$ cat src/rtl/pc_redirect_ctrl_pkg.sv
// Shared definitions for PC redirect handling: redirect classes, controller
// states and the architectural reset vector.
package pc_redirect_ctrl_pkg;

    typedef enum logic [1:0] {
        CLS_NONE = 2'd0,
        CLS_DEC  = 2'd1,
        CLS_MIS  = 2'd2,
        CLS_EXC  = 2'd3
    } redir_class_e;

    typedef enum logic {
        ST_IDLE = 1'b0,
        ST_WAIT = 1'b1
    } redir_state_e;

    localparam logic [31:0] DEFAULT_RESET_PC = 32'hbfc0_0000;

endpackage

$ cat src/rtl/pc_redirect_ctrl_redirect_prio_sel.sv
// Fixed-priority redirect selector: exception > mispredict > decode redirect.
module redirect_prio_sel
    import pc_redirect_ctrl_pkg::*;
(
    input  logic         exc_valid,
    input  logic [31:0]  exc_target,
    input  logic         mis_valid,
    input  logic [31:0]  mis_target,
    input  logic         dec_valid,
    input  logic [31:0]  dec_target,
    output redir_class_e win_cls_o,
    output logic [31:0]  win_target_o
);

    always_comb begin
        win_cls_o    = CLS_NONE;
        win_target_o = 32'h0;
        if (exc_valid) begin
            win_cls_o    = CLS_EXC;
            win_target_o = exc_target;
        end else if (mis_valid) begin
            win_cls_o    = CLS_MIS;
            win_target_o = mis_target;
        end else if (dec_valid) begin
            win_cls_o    = CLS_DEC;
            win_target_o = dec_target;
        end
    end

endmodule

$ cat src/rtl/pc_redirect_ctrl.sv
// Steers redirects into the fetch PC register, buffering one while fetch is
// busy and dropping the wrong-path fetch response that returns meanwhile.
module pc_redirect_ctrl
    import pc_redirect_ctrl_pkg::*;
#(
    parameter logic [31:0] RESET_PC = DEFAULT_RESET_PC,
    parameter int          CNT_W    = 16
) (
    input  logic             clk,
    input  logic             rst,
    input  logic             exc_valid,
    input  logic [31:0]      exc_target,
    input  logic             mis_valid,
    input  logic [31:0]      mis_target,
    input  logic             dec_valid,
    input  logic [31:0]      dec_target,
    input  logic [31:0]      seq_pc,
    input  logic             fetch_busy,
    input  logic             fetch_resp_valid,
    output logic             pc_load,
    output logic [31:0]      pc_next,
    output logic             discard_resp,
    output logic             redirect_acc,
    output logic             pending,
    output logic [CNT_W-1:0] wait_cnt
);

    redir_state_e     state_q, state_d;
    redir_class_e     pend_class_q, pend_class_d;
    logic [31:0]      pend_target_q, pend_target_d;
    logic [CNT_W-1:0] wait_cnt_q, wait_cnt_d;

    redir_class_e     win_cls;
    logic [31:0]      win_target;
    logic             has_win;
    logic             win_beats_pend;

    redirect_prio_sel u_prio_sel (
        .exc_valid    (exc_valid),
        .exc_target   (exc_target),
        .mis_valid    (mis_valid),
        .mis_target   (mis_target),
        .dec_valid    (dec_valid),
        .dec_target   (dec_target),
        .win_cls_o    (win_cls),
        .win_target_o (win_target)
    );

    assign has_win        = (win_cls != CLS_NONE);
    // Equal class also wins: a younger redirect of the same class is the newer truth.
    assign win_beats_pend = has_win && (win_cls >= pend_class_q);

    always_ff @(posedge clk or posedge rst) begin
        if (rst) begin
            state_q       <= ST_IDLE;
            pend_class_q  <= CLS_NONE;
            pend_target_q <= RESET_PC;
            wait_cnt_q    <= '0;
        end else begin
            state_q       <= state_d;
            pend_class_q  <= pend_class_d;
            pend_target_q <= pend_target_d;
            wait_cnt_q    <= wait_cnt_d;
        end
    end

    always_comb begin
        state_d       = state_q;
        pend_class_d  = pend_class_q;
        pend_target_d = pend_target_q;
        pc_load       = 1'b0;
        pc_next       = has_win ? win_target : seq_pc;
        discard_resp  = 1'b0;
        redirect_acc  = 1'b0;

        unique case (state_q)
            ST_IDLE: begin
                redirect_acc = has_win;
                if (!fetch_busy) begin
                    pc_load = 1'b1;
                end else if (has_win) begin
                    pend_class_d  = win_cls;
                    pend_target_d = win_target;
                    state_d       = ST_WAIT;
                end
            end
            ST_WAIT: begin
                redirect_acc = win_beats_pend;
                discard_resp = fetch_resp_valid;
                if (!fetch_busy) begin
                    pc_load      = 1'b1;
                    pc_next      = win_beats_pend ? win_target : pend_target_q;
                    pend_class_d = CLS_NONE;
                    state_d      = ST_IDLE;
                end else if (win_beats_pend) begin
                    pend_class_d  = win_cls;
                    pend_target_d = win_target;
                end
            end
            default: state_d = ST_IDLE;
        endcase
    end

    always_comb begin
        wait_cnt_d = wait_cnt_q;
        if (state_q == ST_WAIT && wait_cnt_q != {CNT_W{1'b1}}) begin
            wait_cnt_d = wait_cnt_q + CNT_W'(1);
        end
    end

    assign pending  = (state_q == ST_WAIT);
    assign wait_cnt = wait_cnt_q;

endmodule

$ cat config.mk
export PLATFORM = sky130hd
export DESIGN_NAME = pc_redirect_ctrl
export DESIGN_NICKNAME = d
export VERILOG_FILES = /design/src/rtl/pc_redirect_ctrl_pkg.sv /design/src/rtl/pc_redirect_ctrl_redirect_prio_sel.sv /design/src/rtl/pc_redirect_ctrl.sv
export SDC_FILE = /design/constraint.sdc
export NUM_CORES = 1
export LEC_CHECK = 0
export BUFFER_PORTS_ARGS = -buffer_cell sky130_fd_sc_hd__buf_2
export CAP_MARGIN = 20
export CORE_UTILIZATION = 42
export CTS_BUF_LIST = sky130_fd_sc_hd__clkbuf_8
export CTS_CLUSTER_SIZE = 40
export DETAILED_ROUTE_END_ITERATION = 16
export PLACE_DENSITY = 0.79
export SKIP_LAST_GASP = 1
export SYNTH_ARGS = -nofsm -noshare
export SYNTH_HDL_FRONTEND = slang
export SYNTH_SLANG_ARGS = --single-unit
$ cat constraint.sdc
create_clock -name clk -period 2.8 [get_ports clk]
set_input_delay 0.56 -clock clk [delete_from_list [all_inputs] [get_ports clk]]
set_output_delay 0.56 -clock clk [all_outputs]
set_load 0.05 [all_outputs]
Word-level counts from Yosys, hierarchy flattened
Index checks and enable logic that the tools add are counted.
- reductions and logical operators: 5
- magnitude comparators: 1
- mux-type cells: 26
- bitwise gates (word level): 1
- equality and inequality tests: 5
- add/sub/neg operators: 1
- operators with widths (operator ; number):
    2-to-1 mux 32 bit ; 10
    case mux 32 bit (2 select lines) ; 1
    adder 16 x 1 -> 16 bit, second input constant ; 1
    != test 16 bit, second input constant ; 1
    2-to-1 mux 2 bit ; 6
    2-to-1 mux 1 bit ; 6
    != test 2 bit, second input constant ; 3
    AND reduction 3 bit ; 2
    case mux 1 bit (2 select lines) ; 2
    case mux 2 bit (2 select lines) ; 1
    != test 3 x 2 -> 1 bit, second input constant ; 1
    greater-or-equal comparator 2 bit ; 1
    logical AND 1 bit ; 2
    nonzero test 2 bit ; 1
    inverter 1 bit ; 1
- input port bits: 135
- logic and storage cells: 43
- output and inout port bits: 52
- bits in registers: 51

Logic depth before layout (Yosys ltp)
Gate-level depths: netlist of run 1.
- word-level depth: 8
- depth in mapped cells: 10
- depth with buffers taken out: 7

Hierarchy
A second synthesis of run 1 with hierarchy kept.
- cell total of the unflattened synthesis: 400
- area, all modules: 3798.6 um2
- by module, submodules not included (module ; seq. area each (um2) ; area each (um2) ; cells an instance ; times used):
    pc_redirect_ctrl ; 1287.5 ; 2871.5 ; 251 ; 1
    redirect_prio_sel ; 0.0 ; 927.1 ; 149 ; 1

Worst setup path before layout of run 1
OpenSTA, ideal clock, no wires.
- path kind: input-to-output
- from: in exc_valid
- to: out pc_next[3]
- data arrival time: 2.901 ns
- slack: -0.661 ns
- required time: 2.240 ns
- cell stages on the path: 9
- buffers on the path: 3
- cell sequence: buf_2 -> buf_1 -> nor2_1 -> inv_1 -> ha_1 -> o22a_1 -> a211oi_2 -> buf_2 -> o21ai_0
- word-level cells in the longest chain between the ends: 6
- elaborated cells between the ends (all ways): 9
- classes of those cells: order compare: 1; mux: 6; reduce/logical: 2
- ends and longest elaborated chain (what ; line ; RTL):
    from (decl) ; pc_redirect_ctrl.sv:11 ; input logic exc_valid,
    2-to-1 mux 2 bit ; pc_redirect_ctrl_redirect_prio_sel.sv:18 ; if (exc_valid) begin
    greater-or-equal comparator 2 bit or nonzero test 2 bit (tied branches) ; pc_redirect_ctrl.sv:51, pc_redirect_ctrl.sv:49 ;
    logical AND 1 bit ; pc_redirect_ctrl.sv:51 ; assign win_beats_pend = has_win && (win_cls >= pend_class_q);
    2-to-1 mux 32 bit ; - ;
    2-to-1 mux 32 bit ; pc_redirect_ctrl.sv:90 ; if (!fetch_busy) begin
    2-to-1 mux 32 bit (*) ; pc_redirect_ctrl.sv:76 ; unique case (state_q)
    to (decl) ; pc_redirect_ctrl.sv:21 ; output logic [31:0] pc_next,
Every way passes the cells marked *; elsewhere a longest branch is shown, timed or not.

Worst setup path in the final report of run 1
- from: in mis_valid
- to: out pc_next[22]
- word-level cells in the longest chain between the ends: 7
- elaborated cells between the ends (all ways): 11
- classes of those cells: order compare: 1; mux: 8; reduce/logical: 2
- ends and longest elaborated chain (what ; line ; RTL):
    from (decl) ; pc_redirect_ctrl.sv:13 ; input logic mis_valid,
    2-to-1 mux 2 bit ; pc_redirect_ctrl_redirect_prio_sel.sv:21 ; end else if (mis_valid) begin
    2-to-1 mux 2 bit ; pc_redirect_ctrl_redirect_prio_sel.sv:18 ;
    greater-or-equal comparator 2 bit or nonzero test 2 bit (tied branches) ; pc_redirect_ctrl.sv:51, pc_redirect_ctrl.sv:49 ;
    logical AND 1 bit ; pc_redirect_ctrl.sv:51 ;
    2-to-1 mux 32 bit ; - ;
    2-to-1 mux 32 bit ; pc_redirect_ctrl.sv:90 ;
    2-to-1 mux 32 bit (*) ; pc_redirect_ctrl.sv:76 ;
Marks and branches as above.

==> impl_results.md, run 1 <==
* Status: finished with violations
* Failing checks: negative setup slack
* Syn nets at around 530
* Worst vdd ir at about 0.23 mV
* Root Driver: clkbuf_8
* WL final at approximately 11,000 um
* Overflow after GRT at 0
* Fmax achieved at 0.355 GHz
* Clk slew on worst S/H paths at about 0.09 ns
* Pin count of the biggest net entering global routing at 52
* Initial antenna violation count at 0
* Pwr per Cell Area at roughly 560 mW/mm2
* Antenna cells at 0
* Mapped Cells at about 400
* Synthesized cell area at approximately 0.0035 mm2
* Distinct cells, synth at 53
* Post-synth top flop: dfrtp_1
* Max Buffers Root-to-Sink at 2
* Min-Delay Path Class: primary input to asynchronous set/reset pin
* Sequential power share at 0.372
* Vias at a little under 4k
* Rows at 32
* Clock Power Share at 0.149
* Register area at roughly 0.0013 mm2
* Layout Nets at 721
* Maximum level of the CTS H-tree at 2
* Final Max Slew Viols at 0
* Crit path kind: primary input to output pin
* Post-synth EDFFs at 0
* Top cell by count, worst path: buf_2
* CP startpoint kind: primary input
* Net switching power at around 1200 uW
* Port bufs at between 150 and 200
* CTS Sinks at 51
* Die Ht at a little over 90 um
* Total CTS buffers at 5
* Core area at slightly below 0.008 mm2
* Internal at 1600 uW
* Ys Warns at 0
* Initial core utilization at 0.441
* Final worst setup slack at -0.0165 ns
* DP HPWL at roughly 8300 um
* Seq/Total Area, Yosys at 0.372
* Final Util at 0.649
* Pre-CTS setup slack at -0.0552 ns
* Critical Path RT at 2.24 ns
* Final std cell area, no fill at 0.00509 mm2
* Final period util at 1.01
* Setup crit end kind: output pin
* IO Pins at ~190
* Worst path top cell family by delay: buffers and inverters
* GRT Total Usage at 0.252
* Power Total at 2830 uW
* Placed cell area at a little under 0.005 mm2
* GP Congestion at 0.837
* Maxcap violations at 0
* Worst EP arrival at between 2 and 2.5 ns
* Bufs and invs on worst path at 4
* TritonRoute pass-1 iters at 4
* Worst path cell trace: buf_2 -> nor2_4 -> inv_1 -> ha_4 -> nor2_1 -> nor4_4 -> buf_6 -> a21oi_1 -> o22a_4 -> buf_2
* CTS tree: yes
* CP max FO at 11
* Slew HR at 0.572
* Switching Share at 0.434
* Gate power share at 0.479
* First-pass GRT wire length at roughly 17,000 um
* Vias in the first global route at about 3.8k
* Vias/cell at 5.66
* Setup repair bufs after CTS at 0
* Leak at roughly 0.0024 uW
* Antenna-violating nets left at 0
* FF+latch count, synth at slightly above 50
* Synthesized area per cell at 8.77 um2
* Minimum clock period at between 2 and 3 ns
* DRC viols at 0
* Multi-input gate area at approximately 0.0023 mm2
* # setup viols final at 3
* Layout cells sized above 1 at 0.477
* Final-layout fill cell count at 660
* Die width at a little over 90 um
* Clk_skew at roughly 0.0059 ns
* WL per Instance at ~16 um
* Post-synth ARST share at 1.00
* Layout area overhead at 47.1%
* Slowest CP cell: nor4_4
* Max stage delay on crit path at 0.35 ns
* Hold Vio Cnt, Final at 0
* Latest clock arrival within the worst-skew pair at approximately 0.3 ns
* Least-Margin Pin Slew at between 0.6 and 0.7 ns
* RSZ-0062 raised after global routing: true
* Die area at about 0.0086 mm2
* 1st-iter DRT viols at approximately 170
-- metal layers --
metal / vias to the layer above / global-route usage / wire [um]
li1: 1866 / - / -
met1: 1852 / 0.292 / 4230
met2: 149 / 0.469 / 5710
met3: 18 / 0.0411 / 655
met4: 0 / 0.0795 / 197
met5: - / 0 / 0
-- worst reg2reg max path, cell delays in order, from the launching register on --
cell and delay [ns]:
dfrtp_1 0.36, inv_1 0.07, ha_4 0.18, nand3b_4 0.18, buf_4 0.17, o2111ai_4 0.55
buf_4 0.32, nand3_1 0.10, o21ai_1 0.09
-- worst paths after layout --
check / to / from / slack (ns) / cells after the start
worst max-delay path: pc_next[22] / mis_valid / -0.02 / 10
worst min-delay path: wait_cnt[14] / rst / 0.41 / 3
worst max register to register: pend_class_q[1] / pend_class_q[1] / 0.71 / 8
worst min register to register: pend_target_q[5] / pend_target_q[5] / 0.49 / 2
max in group asynchronous: pend_target_q[13] / rst / 1.97 / 3
min in group clk: pend_target_q[5] / pend_target_q[5] / 0.49 / 2
-- cell usage in the layout, fill, tap and decap left out, types with 4 or more instances in the layout --
cell / count
and3_1: 4
o21ai_4: 5
a221o_1: 5
dfrtp_1: 42
o22a_2: 4
a22oi_1: 31
a21oi_1: 28
a22o_1: 26
o21ai_0: 37
xnor2_1: 4
nand4_1: 4
nand3_1: 8
buf_2: 156
nor2_1: 8
inv_1: 5
nand2b_1: 4
o22a_4: 17
xor2_1: 6
dfstp_2: 9
nand2_1: 64
o22a_1: 4
clkbuf_8: 5
buf_12: 5
buf_4: 52
-- cells by family after synthesis --
| kind of cell | after synthesis | share of synthesized area |
|---|---|---|
| buf+inv | 40 | 0.0618 |
| compound gates | 177 | 0.359 |
| xor+xnor | 10 | 0.0253 |
| flops | 51 | 0.372 |
| fa+ha+maj | 2 | 0.00722 |
| mux | 6 | 0.0191 |
| simple gates | 109 | 0.156 |
-- cell type report --
type | count | share of cell area
multi-input combinational | 304 | 0.444
timing repair buffer | 216 | 0.256
inverter | 6 | 0.00442
sequential | 51 | 0.253
clock buffer | 5 | 0.0135
tap | 102 | 0.0250
clock inverter | 3 | 0.00393
-- power groups by stage --
stage                     clock network (uW)  registers [uW]  logic [uW]
final                                    421            1050        1350
after global placement                     0            1050        1280
after detailed placement                   0            1060        1320
after global routing                     470            1070        1440
after CTS                                442            1050        1350
after floorplan                            0            1200         807
-- registers in the layout, summed over array words and instances, names as in the netlist --
signal         cells
pend_class_q       2
pending            1
pend_target_q     32
wait_cnt          16
-- cells in the mapped netlist (8+ instances only) --
cell type	instances	area, um2
a21oi_1	28	140
a22oi_1	32	240
nand2_1	64	240
buf_2	12	60.1
a22o_1	26	228
o21ai_0	41	205
dfstp_2	9	236
o22a_1	25	219
clkbuf_1	12	45.0
nor2_1	9	33.8
nand3_1	8	40.0
dfrtp_1	42	1050
-- per-stage QoR --
| stage | hold slack [ns] | setup TNS (ns) | std cells |
|---|---|---|---|
| floorplan | 0.450 | 0 | 395 |
| global placement | 0.463 | -0.0798 | 678 |
| detailed placement | 0.473 | -0.690 | 679 |
| CTS | 0.431 | -0.0148 | 687 |
| global route | 0.473 | -1.20 | 687 |
| finish | 0.412 | -0.0268 | 687 |
-- repair_timing --
action	in CTS	in global routing
pin swaps	1	1
gates resized for setup	26	10
endpoints found under the hold margin	0	0
hold buffers	0	0
setup endpoints to repair	27	30
Power figures use the tool's default switching activity.
==> inputs of run 2 (changes only) <==
--- a/config.mk
+++ b/config.mk
@@ -7,11 +7,13 @@
 export LEC_CHECK = 0
 export BUFFER_PORTS_ARGS = -buffer_cell sky130_fd_sc_hd__buf_2
 export CAP_MARGIN = 20
-export CORE_UTILIZATION = 42
+export CELL_PAD_IN_SITES_DETAIL_PLACEMENT = 1
+export CELL_PAD_IN_SITES_GLOBAL_PLACEMENT = 2
+export CORE_UTILIZATION = 23
 export CTS_BUF_LIST = sky130_fd_sc_hd__clkbuf_8
 export CTS_CLUSTER_SIZE = 40
 export DETAILED_ROUTE_END_ITERATION = 16
-export PLACE_DENSITY = 0.79
+export PLACE_DENSITY_LB_ADDON = 0.1
 export SKIP_LAST_GASP = 1
 export SYNTH_ARGS = -nofsm -noshare
 export SYNTH_HDL_FRONTEND = slang
==> run 2 against run 1 <==
Net effect: the flow still finishes with violations (negative setup slack); combinational power is 9% higher; global-route usage is 6.6 points lower; clock skew hardly changed; fmax is 0.45% higher; final area is 7.3% higher; highest routed layer unchanged.
==> impl_results.md, run 2 (synthesis gave the netlist of run 1 again) <==
* Status: finished with violations
* Failing checks: negative setup slack
* WL final at 14,100 um (+30%)
* Final-layout fill cell count at 1,708 (+160%)
* Maxcap violations at 0 (unchanged)
* Setup crit end kind: output pin
* Leak at 0.00254 uW (+5.3%)
* Die Ht at 125 um (+34%)
* Crit path kind: primary input to output pin
* DP HPWL at 10,100 um (+21%)
* Min-Delay Path Class: primary input to asynchronous set/reset pin
* Worst vdd ir at 0.190 mV (-18%)
* Vias/cell at 5.03 (-11%)
* Cts hold-fix bufs at 0 (unchanged)
* Die area at 0.0156 mm2 (+81%)
* Minimum clock period at 2.80 ns (-0.0127 ns)
* Port bufs at 186 (unchanged)
* WL per Instance at 18.1 um (+15%)
* Reg2reg path depth at 7 (-1)
* Pre-CTS setup slack at -0.0669 ns (-0.0118 ns)
* Hold Vio Cnt, Final at 0 (unchanged)
* Leading cell type in the layout, fill and taps excluded: buf_2
* GP Congestion at 0.731 (-13%)
* Final worst setup slack at -0.00379 ns (+0.0127 ns)
* Biggest register: pend_target_q
* Vias in the first global route at 4,107 (+9.0%)
* Fmax achieved at 0.357 GHz (+0.45%)
* Maximum level of the CTS H-tree at 2 (unchanged)
* Total CTS buffers at 5 (unchanged)
* Pin count of the biggest net entering global routing at 67 (+29%)
* Pwr per Cell Area at 562 mW/mm2 (+1.2%)
* Clk_skew at 0.00626 ns (+0.000383 ns)
* Core area at 0.0146 mm2 (+86%)
* Initial antenna violation count at 1 (+1)
* Flop-to-flop setup slack at 0.75 ns (+0.04 ns)
* Clk slew on worst S/H paths at 0.10 ns (about the same)
* Final Max Slew Viols at 0 (unchanged)
* GRT Total Usage at 0.186 (-0.0659)
* Worst R2R End: pend_target_q[4]
* CTS Sinks at 51 (unchanged)
* TritonRoute pass-1 iters at 4 (unchanged)
* Vias at 3,916 (+0.80%)
* Latest clock arrival within the worst-skew pair at 0.33 ns (+0.03 ns)
* IO Pins at 187 (unchanged)
* Final Util at 0.375 (-0.274)
* Layout area overhead at 57.8%
* Root Driver: clkbuf_8
* Layout Nets at 729 (+1.1%)
* DRC viols at 0 (unchanged)
* RSZ-0062 raised after global routing: true
* # setup viols final at 2 (-1)
* Slew HR at 0.530 (-0.0425)
* CTS tree: yes
* Overflow after GRT at 0 (unchanged)
* Worst EP arrival at 2.24 ns (-0.02 ns)
* RR Startpoint: pend_class_q[1]
* CP startpoint: mis_valid
* CP max FO at 8 (-3)
* Antenna-violating nets left at 0 (unchanged)
* Max FFs per register at 32 (unchanged)
* Die width at 125 um (+34%)
* Rows at 44 (+38%)
* Crit path capture: pc_next[21]
* Critical Path RT at 2.24 ns (about the same)
* Most frequent cells in the layout: buf_2, nand2_1, dfrtp_1
* First-pass GRT wire length at 22,900 um (+32%)
* Least-Margin Pin Slew at 0.706 ns (+0.0695 ns)
* Initial core utilization at 0.237 (-0.204)
* Max Buffers Root-to-Sink at 2 (unchanged)
* CP startpoint kind: primary input
* Final period util at 1.00 (-0.00452)
* 1st-iter DRT viols at 155 (-7.7%)
* Layout cells sized above 1 at 0.489 (+0.0121)
## run 2: critical path, stage by stage
cell and delay (ns):
buf_6 0.10, nor2_4 0.12, inv_2 0.05, ha_4 0.22, o22a_1 0.23, a211o_4 0.41, buf_16 0.17, o22a_4 0.23
buf_8 0.15
## run 2: worst min-delay path by stage
stage                           startpoint                 to  slack (ns)  depth (start not counted)
after floorplan           pend_target_q[3]   pend_target_q[3]        0.45                          2
after global placement    pend_target_q[6]   pend_target_q[6]        0.47                          2
after detailed placement  pend_target_q[3]   pend_target_q[3]        0.47                          2
after CTS                              rst  pend_target_q[20]        0.43                          3
after global routing                   rst   pend_target_q[0]        0.47                          3
final                                  rst   pend_target_q[0]        0.41                          3
## run 2: report_power, final
part / total [uW] / internal (uW) / switching (uW)
combinational: 1470 / 589 / 877
clock: 556 / 267 / 290
sequential: 1050 / 906 / 145
total: 3070 / 1760 / 1310
## run 2: routing by layer
layer  track usage  up-vias  share of wire
met4        0.0517        0          0.015
met5             0        -              0
met2         0.301      132           0.47
met1         0.241     1892           0.45
li1              -     1879              -
met3        0.0533       13          0.069
## run 2: layout make-up
type                    instances  area, um2  share of cell area
repair buffers                224       1540               0.281
clock buffers                   5       68.8              0.0126
inverters                       6       22.5             0.00412
diodes                          1       2.50            0.000458
well taps                     184        230              0.0421
flip-flops and latches         51       1290               0.235
clock inverters                 3       43.8             0.00801
multi-input cells             304       2270               0.416
## run 2: through the flow
stage / std cells / power, uW / hold WS, ns / TNS (ns) / cell area [um2]
finish: 778 / 3070 / 0.414 / -0.00456 / 5470
global route: 778 / 3260 / 0.466 / -1.52 / 5470
CTS: 775 / 3060 / 0.429 / -0.0433 / 5310
detailed placement: 766 / 2420 / 0.470 / -1.44 / 5050
global placement: 766 / 2390 / 0.467 / -0.879 / 5050
floorplan: 395 / 2010 / 0.450 / 0 / 3760
## run 2: repair_timing
item | 4_1_cts | 5_1_grt
cloned | 1 | 0
setup endpoints to repair | 32 | 32
setup buffers | 0 | 2
pin swaps | 2 | 7
resized for setup | 43 | 41
==> inputs of run 3 (changes only) <==
--- a/config.mk
+++ b/config.mk
@@ -9,6 +9,7 @@
 export CAP_MARGIN = 20
 export CELL_PAD_IN_SITES_DETAIL_PLACEMENT = 1
 export CELL_PAD_IN_SITES_GLOBAL_PLACEMENT = 2
+export CORE_MARGIN = 2
 export CORE_UTILIZATION = 23
 export CTS_BUF_LIST = sky130_fd_sc_hd__clkbuf_8
 export CTS_CLUSTER_SIZE = 40
==> run 3 against run 2 <==
Net effect: the flow now finishes without violations; fmax rose by 0.87%; total power rose by 4.6%; global-route usage fell by 1.2 points; register-to-register slack got worse by 0.03 ns; via count rose by 0.97%; clock power rose by 15%; sequential power barely moved; sequential share of layout area fell by 0.85 points; non-clock buffer count rose by 6; worst hold slack got worse by 0.22 ns; clock-buffer cell count did not move; largest cell class unchanged; largest power group unchanged.
==> impl_results.md, run 3 (synthesis gave the netlist of run 1 again) <==
* Max FFs per register at 32 (unchanged)
* WL per Instance at 18.3 um (+1.1%)
* Max Buffers Root-to-Sink at 2 (unchanged)
* Layout Nets at 735 (+0.82%)
* Antenna cells at 0 (-1)
* Crit path kind: flop to output pin
* CTS tree: yes
* Most frequent cells in the layout: buf_2, nand2_1, dfrtp_1
* IO Pins at 187 (unchanged)
* Maxcap violations at 0 (unchanged)
* Core area at 0.0146 mm2 (+0.38%)
* Least-Margin Pin Slew at 0.690 ns (-0.0157 ns)
* Leak at 0.00260 uW (+2.4%)
* Pin count of the biggest net entering global routing at 40 (-40%)
* Latest clock arrival within the worst-skew pair at 0.33 ns (about the same)
* Leading cell type in the layout, fill and taps excluded: buf_2
* Worst EP arrival at 2.22 ns (-0.02 ns)
* Reg2reg path depth at 7 (unchanged)
* Initial antenna violation count at 0 (-1)
* Vias in the first global route at 4,344 (+5.8%)
* Layout area overhead at 63.7%
* Final std cell area, no fill at 0.00567 mm2 (+3.7%)
* Layout cells sized above 1 at 0.516 (+0.0268)
* Net switching power at 1330 uW (+1.4%)
* Status: finished, final reports clean
* Worst vdd ir at 0.262 mV (+38%)
* Port bufs at 186 (unchanged)
* Die area at 0.0161 mm2 (+3.2%)
* Vias/cell at 5.05 (+0.33%)
* Die Ht at 127 um (+1.6%)
* RR Startpoint: pend_class_q[1]
* Minimum clock period at 2.78 ns (-0.0242 ns)
* Critical Path RT at 2.24 ns (about the same)
* Root Driver: clkbuf_8
* Sequential power share at 0.329 (-0.013)
* Pwr per Cell Area at 567 mW/mm2 (+0.84%)
* 1st-iter DRT viols at 134 (-14%)
* TritonRoute pass-1 iters at 4 (unchanged)
* CP startpoint: pend_class_q[1]
* Gate power share at 0.472 (-0.005)
* Setup crit end kind: output pin
* Rows at 44 (unchanged)
* Initial core utilization at 0.237 (-0.000893)
* Hold Vio Cnt, Final at 0 (unchanged)
* Pre-CTS setup slack at -0.0633 ns (+0.00365 ns)
* CP max FO at 6 (-2)
* Final period util at 0.993 (-0.00865)
* Maximum level of the CTS H-tree at 2 (unchanged)
* DP HPWL at 10,300 um (+2.2%)
* Fmax achieved at 0.360 GHz (+0.87%)
* Min-Delay Path Class: primary input to asynchronous set/reset pin
* RSZ-0062 raised after global routing: true
* Internal at 1890 uW (+7.0%)
* Switching Share at 0.414 (-0.0130)
* CP startpoint kind: flop
* Clock Power Share at 0.199 (+0.018)
* GRT Total Usage at 0.174 (-0.0120)
* Placed cell area at 0.00511 mm2 (+1.2%)
* Final worst setup slack at 0.0204 ns (+0.0242 ns)
* DRC viols at 0 (unchanged)
* Vias at 3,954 (+0.97%)
* Total CTS buffers at 5 (unchanged)
* Multi-input gate area at 0.00237 mm2 (+4.0%)
* Die width at 127 um (+1.6%)
* Clk_skew at 0.0116 ns (+0.00534 ns)
* Slew HR at 0.540 (+0.0103)
* Clk slew on worst S/H paths at 0.11 ns (about the same)
* Biggest register: pend_target_q
* GP Congestion at 0.733 (+0.29%)
* First-pass GRT wire length at 22,500 um (-1.4%)
* CTS Sinks at 51 (unchanged)
* # setup viols final at 0 (-2)
* Overflow after GRT at 0 (unchanged)
* Final-layout fill cell count at 1,746 (+2.2%)
* Register area at 0.00129 mm2 (unchanged)
* Final Max Slew Viols at 0 (unchanged)
* Antenna-violating nets left at 0 (unchanged)
* Cts hold-fix bufs at 0 (unchanged)
* WL final at 14,300 um (+1.8%)
[run 3: timing repair]
item,in CTS,in global routing
setup endpoints to repair,32,32
setup buffers,0,2
pin swaps,1,7
resized for setup,25,77
gates cloned,0,4
[run 3: metrics by stage]
stage / cells / utilization / power, uW / setup TNS, ns / hold WS, ns
6_report: 783 / 0.387 / 3210 / 0 / 0.190
5_1_grt: 783 / 0.387 / 3400 / -1.19 / 0.201
4_1_cts: 777 / 0.363 / 3140 / -0.0746 / 0.188
3_5_place_dp: 769 / 0.349 / 2440 / -1.03 / 0.473
3_3_place_gp: 769 / 0.349 / 2400 / -0.458 / 0.471
2_1_floorplan: 395 / - / 2010 / 0 / 0.450
[run 3: power by group through the flow]
stage          logic [uW]  registers [uW]  clock network, uW
3_5_place_dp         1370            1070                  0
2_1_floorplan         807            1200                  0
4_1_cts              1410            1060                667
3_3_place_gp         1340            1060                  0
6_report             1520            1060                639
5_1_grt              1620            1080                696
[run 3: worst paths after layout]
path / end / slack, ns
max: pc_next[30] / 0.02
max in group asynchronous: pend_target_q[31] / 1.97
min: pend_target_q[1] / 0.19
max reg2reg: pend_target_q[15] / 0.72
min reg2reg: pend_target_q[4] / 0.49
min in group clk: pend_target_q[4] / 0.49
[run 3: layer usage]
metal  vias up  wire [um]  GRT usage
met1      1933       6610      0.225
met4         0        105     0.0310
met3         6        854     0.0443
met5         -          0          0
met2       119       6750      0.300
li1       1896          -          -
[run 3: cell type report]
type                       count  area share
inverter                       6     0.00397
multi-input combinational    304       0.417
clock buffer                   5      0.0121
sequential                    51       0.227
timing repair buffer         230       0.287
clock inverter                 3      0.0119
tap                          184      0.0406
[run 3: worst max-delay path, cell delays in order (launching register included)]
cell and delay [ns]:
dfrtp_1 0.40, inv_2 0.07, ha_4 0.15, and4bb_4 0.20
nor4_4 0.28, buf_6 0.20, buf_12 0.14, a21oi_4 0.03
o22a_4 0.26, buf_8 0.15
